### src/rtl/dsm_cfg_pkg.sv
// rtl/dsm_cfg_pkg.sv - shared types and constants for the DSM configuration loader
package dsm_cfg_pkg;

  // Loader sequencer states
  typedef enum logic [1:0] {
    ST_IDLE = 2'd0,
    ST_LOW  = 2'd1,
    ST_HIGH = 2'd2,
    ST_TAIL = 2'd3
  } dsm_cfg_state_t;

  // Length of the DSM serial-to-parallel input register
  localparam int DSM_WORD_W = 9;

endpackage

### src/rtl/dsm_cfg_tick.sv
// rtl/dsm_cfg_tick.sv - sclk half-period divider producing a one-cycle tick
module dsm_cfg_tick #(
  parameter int HALF_DIV = 2
) (
  input  logic clk,
  input  logic rst_n,
  input  logic clr,
  output logic tick
);

  localparam int CW = (HALF_DIV > 1) ? $clog2(HALF_DIV) : 1;
  localparam logic [CW-1:0] LAST = CW'(HALF_DIV - 1);

  logic [CW-1:0] cnt;

  assign tick = (cnt == LAST);

  // Count 0..HALF_DIV-1 and wrap; clr pins the phase at zero so a frame starts aligned
  always_ff @(posedge clk) begin
    if (!rst_n || clr) begin
      cnt <= '0;
    end else if (tick) begin
      cnt <= '0;
    end else begin
      cnt <= cnt + 1'b1;
    end
  end

endmodule

### src/rtl/dsm_cfg_loader.sv
// rtl/dsm_cfg_loader.sv - serial frame sequencer with one-word pending slot for the DSM input register
module dsm_cfg_loader
  import dsm_cfg_pkg::*;
#(
  parameter int WIDTH    = DSM_WORD_W,
  parameter int HALF_DIV = 2
) (
  input  logic             clk,
  input  logic             rst_n,
  input  logic [WIDTH-1:0] in_data,
  input  logic             in_valid,
  output logic             in_ready,
  output logic             sclk,
  output logic             sdata,
  output logic             en,
  output logic             busy,
  output logic             done
);

  localparam int BCW = (WIDTH > 1) ? $clog2(WIDTH) : 1;

  dsm_cfg_state_t   state_q, state_d;
  logic [WIDTH-1:0] shreg_q, shreg_d;
  logic [BCW-1:0]   bit_cnt_q, bit_cnt_d;
  logic             sclk_q, sclk_d;
  logic             sdata_q, sdata_d;
  logic             en_q, en_d;
  logic             done_q, done_d;
  logic [WIDTH-1:0] pend_data_q, pend_data_d;
  logic             pend_v_q, pend_v_d;
  logic             gap_q, gap_d;
  logic             accept;
  logic             start;
  logic [WIDTH-1:0] ld_word;
  logic [WIDTH-1:0] shifted;
  logic             tick;

  assign in_ready = ~pend_v_q;
  assign accept   = in_valid & ~pend_v_q;
  assign busy     = (state_q != ST_IDLE) | pend_v_q;
  assign sclk     = sclk_q;
  assign sdata    = sdata_q;
  assign en       = en_q;
  assign done     = done_q;

  // Divider runs only inside a frame; parking it in IDLE makes every frame start phase-aligned
  dsm_cfg_tick #(
    .HALF_DIV (HALF_DIV)
  ) u_tick (
    .clk   (clk),
    .rst_n (rst_n),
    .clr   (state_q == ST_IDLE),
    .tick  (tick)
  );

  // State, shift buffer, pending slot and registered serial outputs
  always_ff @(posedge clk) begin
    if (!rst_n) begin
      state_q     <= ST_IDLE;
      shreg_q     <= '0;
      bit_cnt_q   <= '0;
      sclk_q      <= 1'b0;
      sdata_q     <= 1'b0;
      en_q        <= 1'b0;
      done_q      <= 1'b0;
      pend_data_q <= '0;
      pend_v_q    <= 1'b0;
      gap_q       <= 1'b0;
    end else begin
      state_q     <= state_d;
      shreg_q     <= shreg_d;
      bit_cnt_q   <= bit_cnt_d;
      sclk_q      <= sclk_d;
      sdata_q     <= sdata_d;
      en_q        <= en_d;
      done_q      <= done_d;
      pend_data_q <= pend_data_d;
      pend_v_q    <= pend_v_d;
      gap_q       <= gap_d;
    end
  end

  // Next-state logic: frame sequencing, bit shifting and pending-slot management
  always_comb begin
    state_d     = state_q;
    shreg_d     = shreg_q;
    bit_cnt_d   = bit_cnt_q;
    sclk_d      = sclk_q;
    sdata_d     = sdata_q;
    en_d        = en_q;
    done_d      = 1'b0;
    pend_data_d = pend_data_q;
    pend_v_d    = pend_v_q;
    gap_d       = gap_q;
    start       = 1'b0;
    ld_word     = in_data;
    shifted     = shreg_q << 1;

    // Any accept outside IDLE (including the TAIL exit edge) parks the word in the slot
    if (state_q != ST_IDLE && accept) begin
      pend_data_d = in_data;
      pend_v_d    = 1'b1;
    end

    case (state_q)
      ST_IDLE: begin
        if (gap_q) begin
          gap_d = 1'b0;
        end else if (pend_v_q) begin
          start    = 1'b1;
          ld_word  = pend_data_q;
          pend_v_d = 1'b0;
        end else if (accept) begin
          start = 1'b1;
        end
      end
      ST_LOW: begin
        if (tick) begin
          sclk_d  = 1'b1;
          state_d = ST_HIGH;
        end
      end
      ST_HIGH: begin
        if (tick) begin
          sclk_d = 1'b0;
          if (bit_cnt_q == '0) begin
            state_d = ST_TAIL;
          end else begin
            shreg_d   = shifted;
            bit_cnt_d = bit_cnt_q - 1'b1;
            sdata_d   = shifted[WIDTH-1];
            state_d   = ST_LOW;
          end
        end
      end
      ST_TAIL: begin
        if (tick) begin
          en_d    = 1'b0;
          done_d  = 1'b1;
          state_d = ST_IDLE;
          gap_d   = pend_v_d;
        end
      end
      default: state_d = ST_IDLE;
    endcase

    // Frame launch: MSB presented with sclk low so it is settled before the first rising edge
    if (start) begin
      shreg_d   = ld_word;
      bit_cnt_d = BCW'(WIDTH - 1);
      en_d      = 1'b1;
      sdata_d   = ld_word[WIDTH-1];
      sclk_d    = 1'b0;
      state_d   = ST_LOW;
    end
  end

endmodule
### config.mk
export PLATFORM = sky130hd
export DESIGN_NAME = dsm_cfg_loader
export DESIGN_NICKNAME = d
export VERILOG_FILES = /design/src/rtl/dsm_cfg_pkg.sv /design/src/rtl/dsm_cfg_tick.sv /design/src/rtl/dsm_cfg_loader.sv
export SDC_FILE = /design/constraint.sdc
export NUM_CORES = 1
export LEC_CHECK = 0
export BUFFER_PORTS_ARGS = -buffer_cell sky130_fd_sc_hd__buf_2
export CORE_UTILIZATION = 56
export CTS_CLUSTER_DIAMETER = 50
export CTS_CLUSTER_SIZE = 25
export DETAILED_ROUTE_END_ITERATION = 8
export PLACE_DENSITY_LB_ADDON = 0.05
export SYNTH_ARGS = -nofsm -noshare
export SYNTH_HDL_FRONTEND = slang
export SYNTH_SLANG_ARGS = --single-unit
### constraint.sdc
create_clock -name clk -period 1.73 [get_ports clk]
set_clock_uncertainty 0.1 [all_clocks]
set_input_delay 0.173 -clock clk [delete_from_list [all_inputs] [get_ports clk]]
set_output_delay 0.173 -clock clk [all_outputs]
set_load 0.01 [all_outputs]
; Word-level counts from Yosys, hierarchy flattened
; Index checks and enable logic that the tools add are counted.
[word_totals]
register_bits = 30
inputBits = 12
elab_cells = 90
[op_classes]
add_sub_neg = 2
eq_ne = 10
mux = 37
bitwise_logic = 5
n_reduce_logical = 23
[ops]
columns = operator, n
row1 = $mux 8, 4
row2 = $mux 9, 3
row3 = $mux 1, 19
row4 = $mux 4, 4
row5 = $reduce_bool 2->1, 6
row6 = $ne 3x2->1 const B, 3
row7 = $reduce_and 3->1, 3
row8 = $mux 2, 4
row9 = $reduce_and 4->1, 2
row10 = $ne 2x1->1 const B, 3
row11 = $pmux 2 s3, 1
row12 = $reduce_and 2->1, 3
row13 = $eq 2x2->1 const B, 2
row14 = $logic_not 4->1, 1
row15 = $pmux 1 s2, 2
row16 = $reduce_bool 4->1, 1
row17 = $reduce_or 2->1, 2
row18 = $sub 4x1->4 const B, 1
row19 = $not 1->1, 3
row20 = $reduce_bool 3->1, 1
row21 = $eq 2x1->1 const B, 1
row22 = $logic_not 2->1, 1
row23 = $ne 2x2->1 const B, 1
row24 = $add 1x1->1 const B, 1
row25 = other kinds (5), 5

; Longest topological paths before layout
[logic_depth]
word_depth = 8
depth_mapped = 6

; Cells and area by module
; From an unflattened synthesis, not the netlist that was laid out.
[hier_totals]
cells_unflattened = 145
area_unflattened_um2 = 1265.0
[by_module_without_submodules]
columns = mod, instances, cells_per_inst, area_each_um2
row1 = dsm_cfg_loader, 1, 143, 1232.4
row2 = dsm_cfg_tick, 1, 2, 32.5

; Worst setup path after synthesis
; Ideal clock, no wire load.
[synth_path]
path_type = reg2reg
from = register bit_cnt_q[0]
to = register sdata_q (netlist: sdata)
setup_time_ns = 0.134
t_arrival_ns = 1.330
path_slack_ns = 0.166
path_stages_with_launch = 7
path_buffers = 1
period_less_slack_ns = 1.564
path_cell_list = dfxtp_1 inv_1 ha_1 or3b_4 buf_2 a32oi_1 a211oi_1
[synth_via]
elab_chain_cells = 3
[synth_lines]
columns = item, line_no
row1 = start: declaration, dsm_cfg_loader.sv:24  ; logic [BCW-1:0] bit_cnt_q, bit_cnt_d;
row2 = start signal: assignment, dsm_cfg_loader.sv:72  ; bit_cnt_q <= bit_cnt_d;
row3 = $logic_not 4->1, dsm_cfg_loader.sv:126  ; if (bit_cnt_q == '0) begin
row4 = $ne 2x2->1 (no line), n/a
row5 = $reduce_and 3->1 (no line), n/a
row6 = end signal: assignment, dsm_cfg_loader.sv:74  ; sdata_q <= sdata_d;
row7 = end: declaration, dsm_cfg_loader.sv:26  ; logic sdata_q, sdata_d;
; No other way between the ends.
; A chain may end at the register's enable or synchronous reset.

; Worst setup path in the final report
[layout_path]
from = register bit_cnt_q[0]
to = register shreg_q[3]
[layout_via]
elab_chain_cells = 3
[layout_lines]
columns = item, line_no
row1 = $logic_not 4->1, dsm_cfg_loader.sv:126
row2 = $ne 2x2->1 (no line), n/a
row3 = $reduce_and 3->1 (no line), n/a
row4 = end signal: assignment, dsm_cfg_loader.sv:71  ; shreg_q <= shreg_d;
row5 = end: declaration, dsm_cfg_loader.sv:23  ; logic [WIDTH-1:0] shreg_q, shreg_d;
; No other way between the ends.

==> metrics.yaml <==
outcome: "completed"
power_switching_uw: 443
gr-total-overflow: 0
hold_class: "input port to flip-flop"
synthArstFlopShare_pct: 0
synth_area_um2: 1430
area_growth_pct: 12.1
fp-row-count: 17
viasPerCell: 6.45
max_freq_mhz: 609
cts_buffers: 5
fp.dieH_um: 52.5
synth_seq_cells: 30
cp.required_ps: 1840
routedWlPerCell_um: 16.0
syn-num-nets: 179
synth_edf_count: 0
rsz0062_at_grt: "false"
hold_violations: 0
pin_count: 18
initialDrtViolationCount: 55
track_usage_pct: 28.4
routabilityCongestion: 0.844
hold_ws_ps: 4.78
drive_gt1_share_pct: 21.9
finalCritPeriodShare_pct: 94.8
p_clk_share_pct: 28.9
leakagePower_nw: 0.600
syn_inst: 166
critPathKind: "flip-flop to flip-flop"
grt_first_pass_wirelength_um: 5680
nets: 195
final.fill_count: 208
finalWorstSetupSlack_ps: 89.2
synth_flop_cell: "dfxtp_1"
initial_core_util_pct: 62.2
die_area_um2: 2760
maxCapViolCount: 0
drv_slew: 0
hpwl_um: 2290
root_buffer: "clkbuf_4"
antenna_found_initial: 0
fin_setup_tns_ps: 0
portBuffers: 17
combPwrFrac_pct: 19.2
place_ws_ps: 127
critPathMaxFanout: 13
synthDistinctLibCells: 40
antenna_left: 0
pwr-share-seq_pct: 51.9
vias: 1360
htreeDepth: 2
end_kind: "flip-flop"
path_clk_slew_ps: 100
start_kind: "flip-flop"
avgSynthCellArea_um2: 8.61
first_global_vias: 1227
clkLatencyLatePin_ps: 320
powerDensity_nw_per_um2: 935
dr.pass1.iters: 4
tightest_slew_ps: 636
switching_share_pct: 29.6
core_um2: 2300
final_cells: 211
grt_max_degree: 21
placedCellCount: 201
max_slew_margin_pct: 57.5
drc: 0
die_w_um: 52.5
n_antenna_cell: 0
ir_drop_v: 0.000711
cp.arrival_ps: 1750
finalSetupViolations: 0
tritoncts: "built"
yosysWarnings: 0
cts_buffer_depth: 2
routed_wirelength_um: 3380
cts_sinks: 30
finalCriticalPeriod_ps: 1640
internal_power_mw: 1.05
yosysSeqAreaShare_pct: 42.0
==> cell type report <==
type | count | area, µm² | share of cell area (%)
sequential | 30 | 602 | 37.6
tap | 28 | 35.0 | 2.19
timing repair buffer | 26 | 158 | 9.84
clock buffer | 7 | 55.1 | 3.44
inverter | 6 | 22.5 | 1.41
multi-input combinational | 113 | 724 | 45.2
clock inverter | 1 | 5.00 | 0.312
==> synth_stat cells, types with 2 or more instances <==
cell type | count | area share [%]
dfxtp_1 | 30 | 42
o21ai_0 | 23 | 8.1
a21oi_1 | 16 | 5.6
nand3_1 | 12 | 4.2
a211oi_1 | 8 | 4.2
a32oi_1 | 8 | 4.9
o32ai_1 | 8 | 4.9
buf_2 | 6 | 2.1
clkbuf_1 | 5 | 1.3
inv_1 | 5 | 1.3
nand2_1 | 5 | 1.3
nor2_1 | 3 | 0.79
nor2b_1 | 3 | 1.3
a21o_1 | 2 | 1.1
a31oi_1 | 2 | 0.88
buf_4 | 2 | 1.1
clkbuf_2 | 2 | 0.70
nand2b_1 | 2 | 0.88
nor3_1 | 2 | 0.70
or2_2 | 2 | 0.88
==> logic make-up (layout without fill, tap and decap cells) <==
family | after synthesis | count (layout) | synth area share [%]
adder cells (fa/ha/maj) | 1 | 1 | 0.876
AO/OA/AOI/OAI | 73 | 73 | 33.1
buffers and inverters | 23 | 40 | 7.79
AND/OR/NAND/NOR | 39 | 39 | 16.2
flip-flops | 30 | 30 | 42.0
==> placed cells by master, fill, tap and decap left out, types with 2 or more instances in the layout <==
| master | Yosys | final |
|---|---|---|
| dfxtp_1 | 30 | 29 |
| o21ai_0 | 23 | 23 |
| buf_2 | 6 | 17 |
| a21oi_1 | 16 | 16 |
| nand3_1 | 12 | 12 |
| a32oi_1 | 8 | 8 |
| a211oi_1 | 8 | 8 |
| o32ai_1 | 8 | 7 |
| buf_4 | 2 | 7 |
| inv_1 | 5 | 5 |
| nand2_1 | 5 | 5 |
| clkbuf_4 | 0 | 5 |
| nor2_1 | 3 | 3 |
| nor2b_1 | 3 | 3 |
| or2_2 | 2 | 2 |
| nand2b_1 | 2 | 2 |
| a21o_1 | 2 | 2 |
| nor3_1 | 2 | 2 |
| a31oi_1 | 2 | 2 |
| dlygate4sd3_1 | 0 | 2 |
==> power by group through the flow <==
stage | sequential [mW] | clock (mW) | combinational, mW
after floorplan | 0.780 | 0 | 0.205
after global placement | 0.789 | 0 | 0.268
after detailed placement | 0.792 | 0 | 0.274
after CTS | 0.776 | 0.443 | 0.281
after global routing | 0.784 | 0.474 | 0.313
final | 0.777 | 0.432 | 0.288
==> stage by stage <==
step                      total power [mW]  area, µm²  util, %
final                                 1.50       1600     69.7
after floorplan                      0.985       1430        -
after detailed placement              1.07       1510     65.8
after global placement                1.06       1510     65.8
after CTS                             1.50       1590     69.3
after global routing                  1.57       1600     69.7
==> sequential cells by signal (all words and copies together) (netlist names), 2 cells and up <==
register     cells
state_q          2
shreg_q          8
pend_data_q      9
bit_cnt_q        4
==> worst paths after layout <==
check	from	to	slack (ps)	cells past startpoint
worst max-delay path	bit_cnt_q[0]	shreg_q[3]	90	5
worst min-delay path	in_data[1]	pend_data_q[1]	5	3
worst max register to register	bit_cnt_q[0]	shreg_q[3]	90	5
worst min register to register	en	en	360	2
==> timing repair <==
action	4_1_cts	5_1_grt
hold buffers	2	0
hold endpoints to repair	2	0
endpoints found under the setup margin	0	2
gates resized for setup	0	2
setup buffers	0	0
==> metal layers <==
layer / GRT usage, % / vias to the layer above / share of wire [%]
li1: - / 666 / -
met1: 38.6 / 634 / 45
met2: 41.8 / 54 / 47
met3: 8.70 / 6 / 6.2
met4: 11.0 / 0 / 1.2
met5: 0 / - / 0
==> critical path, cell delays in order (launching register included) <==
cell      delay (ps)
dfxtp_1          330
inv_1             70
ha_1             170
or3b_4           470
a32oi_1          280
a211oi_1         110
No activity file was read; power rests on OpenSTA's default activity.
